<file path="src/rtl/clk_div_prog.sv">
// Runtime-programmable integer clock divider with 50% duty for odd and even ratios.
// Ratio changes take effect only at period boundaries, so clk_out never produces a runt pulse.
module clk_div_prog #(
    parameter int unsigned DIV_W       = 8,
    parameter int unsigned DEFAULT_DIV = 3
) (
    input  logic             clk,
    input  logic             reset,
    input  logic             en,
    input  logic [DIV_W-1:0] div_val,
    input  logic             div_load,
    output logic             clk_out,
    output logic             tick,
    output logic [DIV_W-1:0] cur_div,
    output logic             load_err,
    output logic             running
);

    localparam logic [DIV_W-1:0] DefDiv = DIV_W'(DEFAULT_DIV);
    localparam logic [DIV_W-1:0] One    = DIV_W'(1);
    localparam logic [DIV_W-1:0] Two    = DIV_W'(2);
    localparam logic [DIV_W:0]   OneW   = (DIV_W+1)'(1);

    logic [DIV_W-1:0] cnt_q, cnt_d;
    logic [DIV_W-1:0] div_q, div_d;
    logic [DIV_W-1:0] pend_q, pend_d;
    logic             pend_vld_q, pend_vld_d;
    logic             pos_q, pos_d;
    logic             neg_q;
    logic             tick_q, tick_d;
    logic             err_q, err_d;
    logic             run_q, run_d;

    logic [DIV_W-1:0] cnt_inc;
    logic [DIV_W:0]   half;
    logic             last;
    logic             legal;
    logic             apply;

    assign cnt_inc = cnt_q + One;
    // ceil(N/2): number of clk cycles in which pos_q is high
    assign half    = ({1'b0, div_q} + OneW) >> 1;
    assign last    = (cnt_q == (div_q - One));
    assign legal   = (div_val >= Two);

    // Next-state: counter, phase, boundary handling and pending-ratio capture
    always_comb begin
        cnt_d      = cnt_q;
        div_d      = div_q;
        pos_d      = pos_q;
        tick_d     = 1'b0;
        run_d      = run_q;
        apply      = 1'b0;
        pend_d     = pend_q;
        pend_vld_d = pend_vld_q;
        err_d      = 1'b0;

        if (run_q && !last) begin
            cnt_d = cnt_inc;
            pos_d = ({1'b0, cnt_inc} < half);
        end else if (run_q || en) begin
            // Boundary: wrap of a running period, or start from idle
            apply = pend_vld_q;
            cnt_d = '0;
            if (pend_vld_q) begin
                div_d = pend_q;
            end
            if (en) begin
                run_d  = 1'b1;
                tick_d = 1'b1;
                pos_d  = 1'b1;
            end else begin
                run_d = 1'b0;
                pos_d = 1'b0;
            end
        end else begin
            cnt_d = '0;
            pos_d = 1'b0;
        end

        // A load on the boundary edge becomes the next pending value
        if (div_load && legal) begin
            pend_d     = div_val;
            pend_vld_d = 1'b1;
        end else if (apply) begin
            pend_vld_d = 1'b0;
        end
        err_d = div_load && !legal;
    end

    // Posedge state registers
    always_ff @(posedge clk or posedge reset) begin
        if (reset) begin
            cnt_q      <= '0;
            div_q      <= DefDiv;
            pend_q     <= '0;
            pend_vld_q <= 1'b0;
            pos_q      <= 1'b0;
            tick_q     <= 1'b0;
            err_q      <= 1'b0;
            run_q      <= 1'b0;
        end else begin
            cnt_q      <= cnt_d;
            div_q      <= div_d;
            pend_q     <= pend_d;
            pend_vld_q <= pend_vld_d;
            pos_q      <= pos_d;
            tick_q     <= tick_d;
            err_q      <= err_d;
            run_q      <= run_d;
        end
    end

    // Half-cycle delayed copy of the high phase, trims odd ratios to exact 50%
    always_ff @(negedge clk or posedge reset) begin
        if (reset) begin
            neg_q <= 1'b0;
        end else begin
            neg_q <= pos_q;
        end
    end

    assign clk_out  = div_q[0] ? (pos_q & neg_q) : pos_q;
    assign tick     = tick_q;
    assign cur_div  = div_q;
    assign load_err = err_q;
    assign running  = run_q;

endmodule

</file>
<file path="config.mk">
export PLATFORM = sky130hd
export DESIGN_NAME = clk_div_prog
export DESIGN_NICKNAME = d
export VERILOG_FILES = /design/src/rtl/clk_div_prog.sv
export SDC_FILE = /design/constraint.sdc
export NUM_CORES = 1
export LEC_CHECK = 0
export CAP_MARGIN = 10
export CORE_ASPECT_RATIO = 0.6
export CORE_MARGIN = 3
export CORE_UTILIZATION = 56
export CTS_CLUSTER_DIAMETER = 80
export CTS_CLUSTER_SIZE = 24
export DETAILED_ROUTE_END_ITERATION = 8
export PLACE_DENSITY = 0.88
export REMOVE_ABC_BUFFERS = 1
export SKIP_CTS_REPAIR_TIMING = 1
export SYNTH_ARGS = -nofsm -noshare
export SYNTH_HDL_FRONTEND = slang
export SYNTH_SLANG_ARGS = --single-unit
</file>
<file path="constraint.sdc">
create_clock -name clk -period 2.8 [get_ports clk]
set_clock_uncertainty 0.05 [all_clocks]
set_input_delay 0.56 -clock clk [delete_from_list [all_inputs] [get_ports clk]]
set_output_delay 0.56 -clock clk [all_outputs]
set_load 0.005 [all_outputs]
</file>
==> results.sh, run 1 <==
export IMPL_slew_headroom_pct=61.48
export IMPL_tritoncts="done"
export IMPL_drc_errors=0
export IMPL_hold_path_class="reg2reg"
export IMPL_fin_cells=277
export IMPL_fp_dieW_um=83.21
export IMPL_avgViaCountPerCell=5.964
export IMPL_place_gp_congestion=0.8806
export IMPL_async_reset_ff_share_pct=100.0
export IMPL_cp_required_ns=2.19
export IMPL_leakage_nw=1.067
export IMPL_max_cap_violations=0
export IMPL_peakVddDrop_mv=0.2849
export IMPL_synth_edf_count=0
export IMPL_die_h_um=52.33
export IMPL_cts_buffers=5
export IMPL_max_stage_delay_ns=0.39
export IMPL_core_rowCount=16
export IMPL_fillers=254
export IMPL_wl_mm=4.645
export IMPL_report_final_slew_viol_count=0
export IMPL_gr_total_overflow=0
export IMPL_grt_max_degree=30
export IMPL_h_tree_depth=2
export IMPL_port_buffers=23
export IMPL_crit_arrival_ns=2.30
export IMPL_p_per_area_nw_per_um2=375.6
export IMPL_grt_pass1_wl_mm=7.507
export IMPL_root_buffer="clkbuf_8"
export IMPL_final_cell_mix="38 x nand2_1, 27 x dfrtp_1, 22 x clkdlybuf4s50_1"
export IMPL_worstMarginPinSlew_ns=0.5777
export IMPL_hold_start="pend_q[6]$_DFFE_PP0P_"
export IMPL_placedCellCount=269
export IMPL_clock_sinks=30
export IMPL_via_count=1652
export IMPL_dr_pass1_iters=5
export IMPL_cp_start_kind="register"
export IMPL_drt_iter0_markers=166
export IMPL_area_delta_synth_final_pct=16.68
export IMPL_power_total_mw=0.8778
export IMPL_drive_above_1_share_pct=13.36
export IMPL_seqPwrFrac_pct=51.7
export IMPL_finalHoldViolCount=0
export IMPL_rsz0062_at_grt="yes"
export IMPL_synth_avg_cell_area_um2=9.677
export IMPL_endpoint_kind="output port"
export IMPL_ios=24
export IMPL_power_frac_comb_pct=6.3
export IMPL_wl_per_cell_um=16.77
export IMPL_track_usage_pct=22.58
export IMPL_dieArea_um2=4354
export IMPL_cts_buffer_depth=2
export IMPL_reg2reg_from="cur_div[0]$_DFFE_PP1P_"
export IMPL_crit_path_start="neg_q$_DFF_NP0_"
export IMPL_fin_nets=253
export IMPL_synth_seq_area_share_pct=37.60
export IMPL_violations="negative setup slack"
export IMPL_synth_area_um2=2003
export IMPL_power_share_clock_pct=42.0
export IMPL_clock_latency_ns=0.29
export IMPL_yosysWarnings=0
export IMPL_setup_viol=1
export IMPL_clk_pin_slew_worst_paths_ns=0.06
export IMPL_start_util_pct=59.92
export IMPL_setup_slack_ns=-0.1082
export IMPL_grt_pass1_vias=1452
export IMPL_synth_cell_types=46
export IMPL_syn_inst=207
export IMPL_n_antenna_cell=0
export IMPL_path_max_fanout=1
export IMPL_swShare_pct=23.43
export IMPL_path_class="reg2out"
export IMPL_hpwl_mm=3.507
export IMPL_switchingPower_mw=0.2056
export IMPL_final_common_cell="nand2_1"
export IMPL_p_int_mw=0.6721
export IMPL_crit_slowest_cell="dfrtn_1"
export IMPL_core_area_um2=3343
export IMPL_ant_nets=0
export IMPL_path_cells="o21a_1 > clkbuf_2"
export IMPL_antenna_found_initial=0
export IMPL_status="complete, but fails checks"
export IMPL_synth_seq_cells=30
export IMPL_synth_main_ff_cell="dfrtp_1"
[synth_stat cells (2+ instances only)]
library cell	instances	area share, %
a21o_1	4	1.5
a21oi_1	2	0.50
a221oi_1	8	3.5
a32oi_1	8	3.5
and2_1	3	0.94
and3_1	3	0.94
buf_4	3	1.1
buf_6	5	2.8
clkbuf_1	4	0.75
dfrtp_1	27	34
dfstp_2	2	2.6
ha_1	10	6.2
inv_1	8	1.5
nand2_1	38	7.1
nand3_1	11	2.7
nand4_1	2	0.62
nor2_1	5	0.94
nor2b_1	6	1.9
nor3_1	4	1.0
o21ai_0	2	0.50
o21ai_2	4	1.7
o31ai_2	4	2.5
xnor2_1	13	5.7
xor2_1	9	3.9
[through the flow]
step / hold WS, ns / util (%) / setup WS, ns / instance area, um2 / TNS [ns]
finish: 0.4610 / 69.91 / -0.1082 / 2337 / -0.1082
global route: 0.4974 / 69.91 / -0.1570 / 2337 / -0.1570
CTS: 0.4598 / 69.91 / -0.5160 / 2337 / -0.5160
detailed placement: 0.4432 / 67.22 / -0.1918 / 2247 / -0.1918
global placement: 0.4408 / 67.22 / -0.1712 / 2247 / -0.1712
floorplan: 0.4183 / - / 0.2451 / 1901 / 0
[flip-flops by register name, indices dropped and copies added (netlist names)]
signal / flops
cur_div: 8
tick: 1
load_err: 1
neg_q: 1
cnt_q: 8
pend_q: 8
pos_q: 1
pend_vld_q: 1
running: 1
[worst max-delay path, delay by kind of cell, from the launching register on]
family          cells  cell delay (ns)
buf+inv             1             0.11
flops               1             0.39
compound gates      1             0.11
[path summary, 6_finish.rpt]
check                      depth (start not counted)  slack (ns)                     end
max                                                2       -0.11                 clk_out
min                                                2        0.46   pend_q[6]$_DFFE_PP0P_
max reg2reg                                        8        0.16  cur_div[5]$_DFFE_PP0P_
min reg2reg                                        2        0.46   pend_q[6]$_DFFE_PP0P_
max in group asynchronous                          2        0.92         neg_q$_DFF_NP0_
min in group asynchronous                          3        0.64  cur_div[4]$_DFFE_PP0P_
[power by group through the flow]
stage               Combinational, mW  Sequential [mW]  Clock, mW
global route                   0.0622            0.455      0.395
finish                         0.0552            0.454      0.368
floorplan                      0.0281            0.458          0
global placement               0.0531            0.461          0
CTS                            0.0560            0.454      0.373
detailed placement             0.0560            0.461          0
[logic make-up after synthesis]
family | synth area share, %
adder cells (fa/ha/maj) | 6.246
buffers and inverters | 6.620
AND/OR/NAND/NOR | 20.74
multiplexers | 1.062
XOR/XNOR | 9.619
AO/OA/AOI/OAI | 18.11
flip-flops | 37.60
[layout make-up]
cell class                      count  area, um2  area share (%)
Multi-Input combinational cell    155       1122           48.02
Sequential cell                    30      753.2           32.23
Timing Repair Buffer               31      285.3           12.21
Clock buffer                        8      90.09           3.854
Tap cell                           45      56.30           2.409
Inverter                            8      30.03           1.285
[layer usage]
metal | GRT usage, % | vias to the layer above | part of all wire, % | wire [um]
met3 | 7.221 | 6 | 8.4 | 388
met5 | 0 | - | 0 | 0
met1 | 35.03 | 795 | 52 | 2436
met2 | 29.12 | 61 | 38 | 1779
met4 | 5.978 | 0 | 0.88 | 41
li1 | - | 790 | - | -
Note: power is estimated with default switching activity, not from simulation.
==> run 2, diff against run 1 <==
CORE_UTILIZATION = 58   (was 56)
CTS_BUF_LIST = sky130_fd_sc_hd__clkbuf_4   (was default)
PLACE_DENSITY = 0.9   (was 0.88)
REMOVE_ABC_BUFFERS = default   (was 1)
==> run 2 against run 1 <==
  * The flow still finishes with violations (negative setup slack)
  * Largest cell class unchanged
  * Sequential power barely moved
  * Critical endpoint unchanged
  * First-iteration DRC count fell by 9.0%
  * Hold slack improved by 0.0077 ns
  * Combinational power rose by 4.2%
  * Register-to-register slack improved by 0.02 ns
  * Highest routed layer unchanged
==> results.sh, run 2 (synthesis gave the netlist of run 1 again) <==
export IMPL_status="complete, but fails checks"
export IMPL_violations="negative setup slack"
export IMPL_p_per_area_nw_per_um2=338.3
export IMPL_n_antenna_cell=0
export IMPL_placedCellCount=266
export IMPL_worstMarginPinSlew_ns=0.5600
export IMPL_gr_total_overflow=0
export IMPL_swShare_pct=24.96
export IMPL_path_class="reg2out"
export IMPL_pre_cts_ws_ns=-0.1764
export IMPL_power_frac_comb_pct=7.3
export IMPL_hold_path_class="reg2reg"
export IMPL_switchingPower_mw=0.1952
export IMPL_crit_buf_inv=1
export IMPL_drc_errors=0
export IMPL_fin_nets=253
export IMPL_cp_top_family="flip-flops"
export IMPL_report_final_slew_viol_count=0
export IMPL_wl_per_cell_um=18.06
export IMPL_final_common_cell="nand2_1"
export IMPL_crit_arrival_ns=2.33
export IMPL_regArea_um2=753.2
export IMPL_fp_dieW_um=81.87
export IMPL_ios=24
export IMPL_tritoncts="done"
export IMPL_seqPwrFrac_pct=58.0
export IMPL_cts_buffers=5
export IMPL_path_cells="o21a_1 > clkbuf_2"
export IMPL_track_usage_pct=26.93
export IMPL_multi_input_area_um2=1122
export IMPL_max_stage_delay_ns=0.39
export IMPL_slew_headroom_pct=62.66
export IMPL_cp_required_ns=2.19
export IMPL_peakVddDrop_mv=0.2876
export IMPL_ant_nets=0
export IMPL_endpoint_kind="output port"
export IMPL_leakage_nw=1.058
export IMPL_p_int_mw=0.5870
export IMPL_start_util_pct=65.08
export IMPL_grt_pass1_wl_mm=8.328
export IMPL_h_tree_depth=2
export IMPL_fin_cells=274
export IMPL_drive_above_1_share_pct=13.79
export IMPL_grt_pass1_vias=1629
export IMPL_grt_max_degree=30
export IMPL_clock_latency_ns=0.34
export IMPL_dr_pass1_iters=5
export IMPL_root_buffer="clkbuf_4"
export IMPL_power_total_mw=0.7822
export IMPL_fin_util_pct=75.12
export IMPL_power_share_clock_pct=34.7
export IMPL_core_rowCount=15
export IMPL_path_max_fanout=1
export IMPL_clock_sinks=30
export IMPL_via_count=1722
export IMPL_core_area_um2=3078
export IMPL_synth_nets=229
export IMPL_crit_slowest_cell="dfrtn_1"
export IMPL_wl_mm=4.948
export IMPL_fillers=230
export IMPL_cp_start_kind="register"
export IMPL_dieArea_um2=4218
export IMPL_antenna_found_initial=0
export IMPL_rsz0062_at_grt="yes"
export IMPL_finalHoldViolCount=0
export IMPL_area_delta_synth_final_pct=15.43
export IMPL_max_cap_violations=0
export IMPL_final_cell_mix="38 x nand2_1, 27 x dfrtp_1, 22 x clkdlybuf4s50_1"
export IMPL_place_gp_congestion=0.8821
export IMPL_avgViaCountPerCell=6.285
export IMPL_setup_viol=1
export IMPL_die_h_um=51.52
export IMPL_clk_pin_slew_worst_paths_ns=0.09
export IMPL_cts_buffer_depth=2
export IMPL_drt_iter0_markers=151
export IMPL_port_buffers=23
export IMPL_setup_slack_ns=-0.1367
export IMPL_hpwl_mm=3.641
## run 2: cell types whose count changed in the layout (fill, tap and decap cells not counted), sizes merged
cell    previous run  this run
clkbuf             9         8
clkinv             0         1
## run 2: power groups by stage
stage	Clock (mW)	Sequential, mW	Combinational (mW)
2_1_floorplan	0	0.458	0.0301
3_3_place_gp	0	0.461	0.0538
3_5_place_dp	0	0.461	0.0569
4_1_cts	0.277	0.453	0.0574
5_1_grt	0.301	0.455	0.0646
6_report	0.271	0.453	0.0575
## run 2: final timing paths
| kind | to | start | cells past startpoint | slack, ns |
|---|---|---|---|---|
| worst max-delay path | clk_out | neg_q$_DFF_NP0_ | 2 | -0.14 |
| worst min-delay path | pend_q[5]$_DFFE_PP0P_ | pend_q[5]$_DFFE_PP0P_ | 2 | 0.47 |
| worst max register to register | pos_q$_DFF_PP0_ | cur_div[0]$_DFFE_PP1P_ | 10 | 0.18 |
| worst min register to register | pend_q[5]$_DFFE_PP0P_ | pend_q[5]$_DFFE_PP0P_ | 2 | 0.47 |
| max in group asynchronous | neg_q$_DFF_NP0_ | reset | 2 | 0.95 |
| min in group asynchronous | cur_div[4]$_DFFE_PP0P_ | reset | 3 | 0.58 |
## run 2: per-layer routing
metal	track usage (%)	up-vias	routed length, um	part of all wire [%]
met4	10.22	0	61	1.2
met1	40.66	823	2361	48
met5	0	-	0	0
met3	8.304	7	478	9.7
met2	35.25	102	2046	41
li1	-	790	-	-
## run 2: tightest hold or removal path, cell delays in order, from the launching register on
cell	delay [ns]
dfrtp_1	0.37
nand2_1	0.06
nand2_1	0.06
## run 2: cell type report
| class | instances | share of cell area (%) |
|---|---|---|
| multi-input cells | 155 | 48.54 |
| flip-flops and latches | 30 | 32.58 |
| repair buffers | 31 | 12.88 |
| clock buffers | 7 | 2.273 |
| well taps | 42 | 2.273 |
| inverters | 8 | 1.299 |
| clock inverters | 1 | 0.1623 |
## run 2: per-stage QoR
stage          cell area, um2  hold slack (ns)  setup TNS, ns
4_1_cts                  2312           0.4681        -0.5413
5_1_grt                  2312           0.4972        -0.1895
6_report                 2312           0.4687        -0.1367
3_3_place_gp             2256           0.4357        -0.1705
2_1_floorplan            2003           0.4183              0
3_5_place_dp             2256           0.4430        -0.1764
